===== config.mk =====
export PLATFORM = sky130hd
export DESIGN_NAME = deskew_collector
export DESIGN_NICKNAME = d
export VERILOG_FILES = /design/src/rtl/mm_pkg.sv /design/src/rtl/deskew_collector_row_fifo.sv /design/src/rtl/deskew_collector.sv
export SDC_FILE = /design/constraint.sdc
export NUM_CORES = 1
export LEC_CHECK = 0
export BUFFER_PORTS_ARGS = -buffer_cell sky130_fd_sc_hd__buf_2
export CAP_MARGIN = 20
export CORE_MARGIN = 2
export CORE_UTILIZATION = 50
export CTS_CLUSTER_SIZE = 14
export DETAILED_ROUTE_END_ITERATION = 16
export PLACE_DENSITY = 0.78
export SLEW_MARGIN = 20
export SYNTH_ARGS = -nofsm -noshare
export SYNTH_HDL_FRONTEND = slang
export SYNTH_HIERARCHICAL = 1
export SYNTH_SLANG_ARGS = --single-unit

===== constraint.sdc =====
create_clock -name clk -period 4.1 [get_ports clk]
set_input_delay 0.205 -clock clk [delete_from_list [all_inputs] [get_ports clk]]
set_output_delay 0.205 -clock clk [all_outputs]
set_load 0.005 [all_outputs]

===== src/rtl/mm_pkg.sv =====
// Shared types and helpers for the deskew collector.
// Flush FSM states and index-width helper.
package mm_pkg;

    typedef enum logic {
        FL_IDLE,
        FL_FLUSH
    } flush_state_e;

    function automatic int idx_w(input int n);
        return (n <= 1) ? 1 : $clog2(n);
    endfunction

endpackage


===== src/rtl/deskew_collector_row_fifo.sv =====
// Small row FIFO with a zeroed head when empty.
// Overflow is sticky until reset.
module row_fifo
    import mm_pkg::*;
#(
    parameter int WIDTH = 32,
    parameter int DEPTH = 4
) (
    input  logic             clk,
    input  logic             reset_n,
    input  logic             sync_reset_n,
    input  logic             push,
    input  logic [WIDTH-1:0] push_data,
    input  logic             pop,
    output logic [WIDTH-1:0] head_data,
    output logic             empty,
    output logic             full,
    output logic             overflow
);
    localparam int PW = idx_w(DEPTH);

    logic [PW-1:0]    wr_q, rd_q;
    logic [PW:0]      cnt_q, cnt_d;
    logic             ovf_q;
    logic [WIDTH-1:0] mem_q [DEPTH];
    logic             do_push, do_pop;

    assign empty     = (cnt_q == '0);
    assign full      = (cnt_q == (PW+1)'(DEPTH));
    assign do_pop    = pop & ~empty;
    // A pop frees the slot, so a full FIFO still accepts a same-cycle push.
    assign do_push   = push & (~full | do_pop);
    assign head_data = empty ? '0 : mem_q[rd_q];
    assign overflow  = ovf_q;

    always_comb begin
        cnt_d = cnt_q + (PW+1)'(do_push) - (PW+1)'(do_pop);
    end

    always_ff @(posedge clk or negedge reset_n) begin
        if (!reset_n) begin
            wr_q  <= '0;
            rd_q  <= '0;
            cnt_q <= '0;
            ovf_q <= 1'b0;
        end else if (!sync_reset_n) begin
            wr_q  <= '0;
            rd_q  <= '0;
            cnt_q <= '0;
            ovf_q <= 1'b0;
        end else begin
            if (do_push) wr_q <= wr_q + PW'(1);
            if (do_pop)  rd_q <= rd_q + PW'(1);
            cnt_q <= cnt_d;
            if (push & ~do_push) ovf_q <= 1'b1;
        end
    end

    always_ff @(posedge clk) begin
        if (do_push) mem_q[wr_q] <= push_data;
    end

endmodule


===== src/rtl/deskew_collector.sv =====
// Realigns skewed systolic-array result lanes into rows,
// buffers them in a FIFO and drains in-flight rows on flush.
module deskew_collector
    import mm_pkg::*;
#(
    parameter int DATA_WIDTH      = 8,
    parameter int ARRAY_ELLEMENTS = 4,
    parameter int FIFO_DEPTH      = 4
) (
    input  logic                                 clk,
    input  logic                                 reset_n,
    input  logic                                 sync_reset_n,
    input  logic                                 shift,
    input  logic                                 row_valid_i,
    input  logic [ARRAY_ELLEMENTS*DATA_WIDTH-1:0] data_i,
    input  logic                                 flush,
    output logic [ARRAY_ELLEMENTS*DATA_WIDTH-1:0] data_o,
    output logic                                 valid_o,
    input  logic                                 ready_i,
    output logic                                 full_o,
    output logic                                 busy_o,
    output logic                                 done_o,
    output logic                                 overflow_o
);
    localparam int N  = ARRAY_ELLEMENTS;
    localparam int W  = DATA_WIDTH;
    localparam int CW = idx_w(N);

    flush_state_e   state_q, state_d;
    logic [CW-1:0]  cnt_q, cnt_d;
    logic           done_q, done_d;
    logic           eff_shift, eff_valid;
    logic [N*W-1:0] eff_data, aligned;
    logic           aligned_valid;
    logic           empty;

    always_comb begin
        state_d   = state_q;
        cnt_d     = cnt_q;
        done_d    = 1'b0;
        eff_shift = shift;
        eff_valid = row_valid_i;
        eff_data  = data_i;
        unique case (state_q)
            FL_IDLE: begin
                if (flush) begin
                    if (N == 1) begin
                        done_d = 1'b1;
                    end else begin
                        state_d = FL_FLUSH;
                        cnt_d   = CW'(N - 1);
                    end
                end
            end
            FL_FLUSH: begin
                // Self-clock the lines with zeros until the tail row lands.
                eff_shift = 1'b1;
                eff_valid = 1'b0;
                eff_data  = '0;
                cnt_d     = cnt_q - CW'(1);
                if (cnt_q == CW'(1)) begin
                    state_d = FL_IDLE;
                    done_d  = 1'b1;
                end
            end
            default: state_d = FL_IDLE;
        endcase
    end

    always_ff @(posedge clk or negedge reset_n) begin
        if (!reset_n) begin
            state_q <= FL_IDLE;
            cnt_q   <= '0;
            done_q  <= 1'b0;
        end else if (!sync_reset_n) begin
            state_q <= FL_IDLE;
            cnt_q   <= '0;
            done_q  <= 1'b0;
        end else begin
            state_q <= state_d;
            cnt_q   <= cnt_d;
            done_q  <= done_d;
        end
    end

    for (genvar j = 0; j < N; j++) begin : g_lane
        localparam int D = N - 1 - j;
        if (D == 0) begin : g_pass
            assign aligned[j*W +: W] = eff_data[j*W +: W];
        end else begin : g_dly
            logic [W-1:0] line_q [D];
            always_ff @(posedge clk or negedge reset_n) begin
                if (!reset_n) begin
                    for (int k = 0; k < D; k++) line_q[k] <= '0;
                end else if (!sync_reset_n) begin
                    for (int k = 0; k < D; k++) line_q[k] <= '0;
                end else if (eff_shift) begin
                    line_q[0] <= eff_data[j*W +: W];
                    for (int k = 1; k < D; k++) line_q[k] <= line_q[k-1];
                end
            end
            assign aligned[j*W +: W] = line_q[D-1];
        end
    end

    if (N == 1) begin : g_vnone
        assign aligned_valid = eff_valid;
    end else begin : g_vpipe
        logic [N-2:0] vpipe_q;
        always_ff @(posedge clk or negedge reset_n) begin
            if (!reset_n) begin
                vpipe_q <= '0;
            end else if (!sync_reset_n) begin
                vpipe_q <= '0;
            end else if (eff_shift) begin
                vpipe_q[0] <= eff_valid;
                for (int k = 1; k < N - 1; k++) vpipe_q[k] <= vpipe_q[k-1];
            end
        end
        assign aligned_valid = vpipe_q[N-2];
    end

    row_fifo #(
        .WIDTH (N*W),
        .DEPTH (FIFO_DEPTH)
    ) u_fifo (
        .clk          (clk),
        .reset_n      (reset_n),
        .sync_reset_n (sync_reset_n),
        .push         (eff_shift & aligned_valid),
        .push_data    (aligned),
        .pop          (valid_o & ready_i),
        .head_data    (data_o),
        .empty        (empty),
        .full         (full_o),
        .overflow     (overflow_o)
    );

    assign valid_o = ~empty;
    assign busy_o  = (state_q == FL_FLUSH);
    assign done_o  = done_q;

endmodule

==> summary.txt <==
Synth-to-Final Area Change -> 13.93%
synthesis warning total -> 6
clk_skew -> 0.01127 ns
post-route setup slack -> 1.515 ns
Clock Latency Late Sink -> 0.43 ns
antenna cell count -> 0
# DRC -> 0
Vias/cell -> 5.317
IO Pins -> 76
async set-reset flop share out of synthesis -> 0.3298
DP Wirelength -> 8.709 mm
Die Wd -> 129.8 µm
TritonRoute pass-1 iters -> 4
Iteration-0 DRC Markers -> 318
sequential area share after synthesis -> 0.6851
CTS tree -> built
initial antenna violation count -> 0
Site Rows -> 45
cell count after synthesis -> 468
Starting Density -> 0.5166
Worst Path Max Fanout -> 18
CTS buffer count -> 17
Slew Limit Fails -> 0
crit share post-route -> 0.6304
DR WL/cell -> 18.64 µm
placed cells -> 731
final setup violation count -> 0
root buffer cell -> clkbuf_16
largest net degree at the start of global routing -> 57
Place WS -> 1.559 ns
commonest non-fill, non-tap cell in the layout -> edfxtp_1
Worst Path Required -> 3.89 ns
GR Overflow Total -> 0
post-route antenna net violation count -> 0
status -> completed
Core Area -> 15310 µm²
RSZ-0062 raised after global routing -> false
Seq cells post-synth -> 191
reg2reg setup slack -> 1.56 ns
Static Leak -> 3.523 nW
setup TNS -> 0 ns
ys flop type -> edfxtp_1
Hold Vio Cnt, Final -> 0
ratio of cells with drive above 1 in the final layout -> 0.3183
Crit Path Category -> reg2out
total track usage -> 0.1827
Unique masters post-synth -> 39
VDD IR max -> 0.3189 mV
most frequent cells in the layout -> 128 x edfxtp_1, 75 x buf_2, 62 x dfrtp_1, 36 x mux2i_1
Worst Setup Start Kind -> register
first-pass GRT wire length -> 22.94 mm
slew margin rel. -> 0.2785
DRT Wirelength -> 14.24 mm
CP arrival -> 2.38 ns
Worst Max-Slew Pin Slew -> 1.082 ns
number of nets in the layout -> 586
Max Root-Sink Buffers -> 2
port bufs -> 75
CTS sink cnt -> 191
DIE HEIGHT -> 129.8 µm
max-cap violations -> 0
Final min period -> 2.585 ns
Final Util -> 0.5886
Synth Area per Inst -> 16.90 µm²
Max Clk Rate -> 386.9 MHz
clock transition at the registers of the reported paths -> 0.07 ns
DR vias -> 4062
nature of the critical path endpoint -> output pin
HP Class -> in2reg
number of global-route vias before repair -> 4361
H-tree lvl count -> 4
Cell Pwr Density -> 432.8 nW/µm²
EDFF count, synth -> 128
die footprint -> 16850 µm²
Final Wtd Congestion -> 0.7411
mapped cell area -> 7911 µm²
non-filler instance count after layout -> 764
Net Count, Synth -> 514
Yosys cell counts, types with 10 or more instances:
library cell,instances,area (µm²)
nor2_1,27,101.4
buf_2,15,75.07
dfrtp_1,63,1577
edfxtp_1,128,3844
nand2_1,31,116.4
mux4_2,29,653.1
nor2b_1,31,193.9
o211ai_1,17,127.6
o21ai_2,10,87.58
nor2b_4,12,165.2
mux2i_1,36,360.4
critical path: stages (launching register included):
cell and delay [ns]:
dfrtp_1 0.87, buf_4 0.41, mux4_2 0.36, nor2b_1 0.15, buf_2 0.15
where the power goes:
group	leakage (nW)	internal [W]	switching, W	total, W
Sequential	2.05	0.00208	0.0000191	0.00210
Combinational	1.17	0.0000547	0.0000924	0.000147
Clock	0.301	0.000968	0.000685	0.00165
flip-flops by register name, indices dropped and copies added, names as in the netlist:
| name | cells |
|---|---|
| u_fifo/overflow | 1 |
| u_fifo/cnt_q | 3 |
| aligned | 16 |
| done_o | 1 |
| busy_o | 1 |
| u_fifo/rd_q | 2 |
| u_fifo/wr_q | 2 |
| u_fifo/mem_q | 128 |
| g_lane.g_dly.line_q | 32 |
| g_vpipe.vpipe_q | 3 |
| cnt_q | 2 |
metrics by stage:
step	hold WS, ns	instance area, µm²	total power, W
after floorplan	-0.09059	7911	0.002232
after global placement	0.3926	8391	0.002281
after detailed placement	0.3936	8391	0.002290
after CTS	0.01316	9011	0.003930
after global routing	0.01533	9014	0.004024
final	0.01764	9014	0.003901
metal layers:
| layer | global-route usage | share of wire | routed length (µm) | up-vias |
|---|---|---|---|---|
| met3 | 0.03936 | 0.049 | 699 | 21 |
| li1 | - | - | - | 1879 |
| met4 | 0.08349 | 0.023 | 321 | 0 |
| met1 | 0.2413 | 0.43 | 6167 | 2057 |
| met2 | 0.2944 | 0.50 | 7051 | 105 |
| met5 | 0 | 0 | 0 | - |
path summary, 6_finish.rpt:
check	from	end	cells after the start
setup / recovery	u_fifo/rd_q[1]	data_o[1]	4
hold / removal	data_i[16]	g_lane[2].g_dly.line_q[0]	3
setup reg to reg	u_fifo/cnt_q[1]	u_fifo/cnt_q[2]	11
hold reg to reg	cnt_q[0]	cnt_q[0]	1
max in group asynchronous	reset_n	aligned[15]	3
min in group asynchronous	reset_n	u_fifo/rd_q[1]	2
cell families after synthesis:
logic type	count (synthesis)	synth area share
buf+inv	39	0.03321
xor+xnor	3	0.003322
compound gates	43	0.04096
flops	191	0.6851
simple gates	117	0.08730
fa+ha+maj	7	0.01202
mux	68	0.1381
area by class of cell:
| cell class | instances | area, µm² |
|---|---|---|
| clock buffers | 20 | 478.0 |
| inverters | 8 | 30.03 |
| multi-input cells | 238 | 2240 |
| flip-flops and latches | 191 | 5424 |
| repair buffers | 84 | 445.4 |
| fillers | 1172 | 6301 |
| clock inverters | 12 | 132.6 |
| well taps | 211 | 264.0 |
repair_timing:
action                    4_1_cts  5_1_grt
hold endpoints to repair       41        0
hold buffers                    1        0
gates resized for setup         0        0
setup buffers                   0        0
Power figures use the tool's default switching activity.
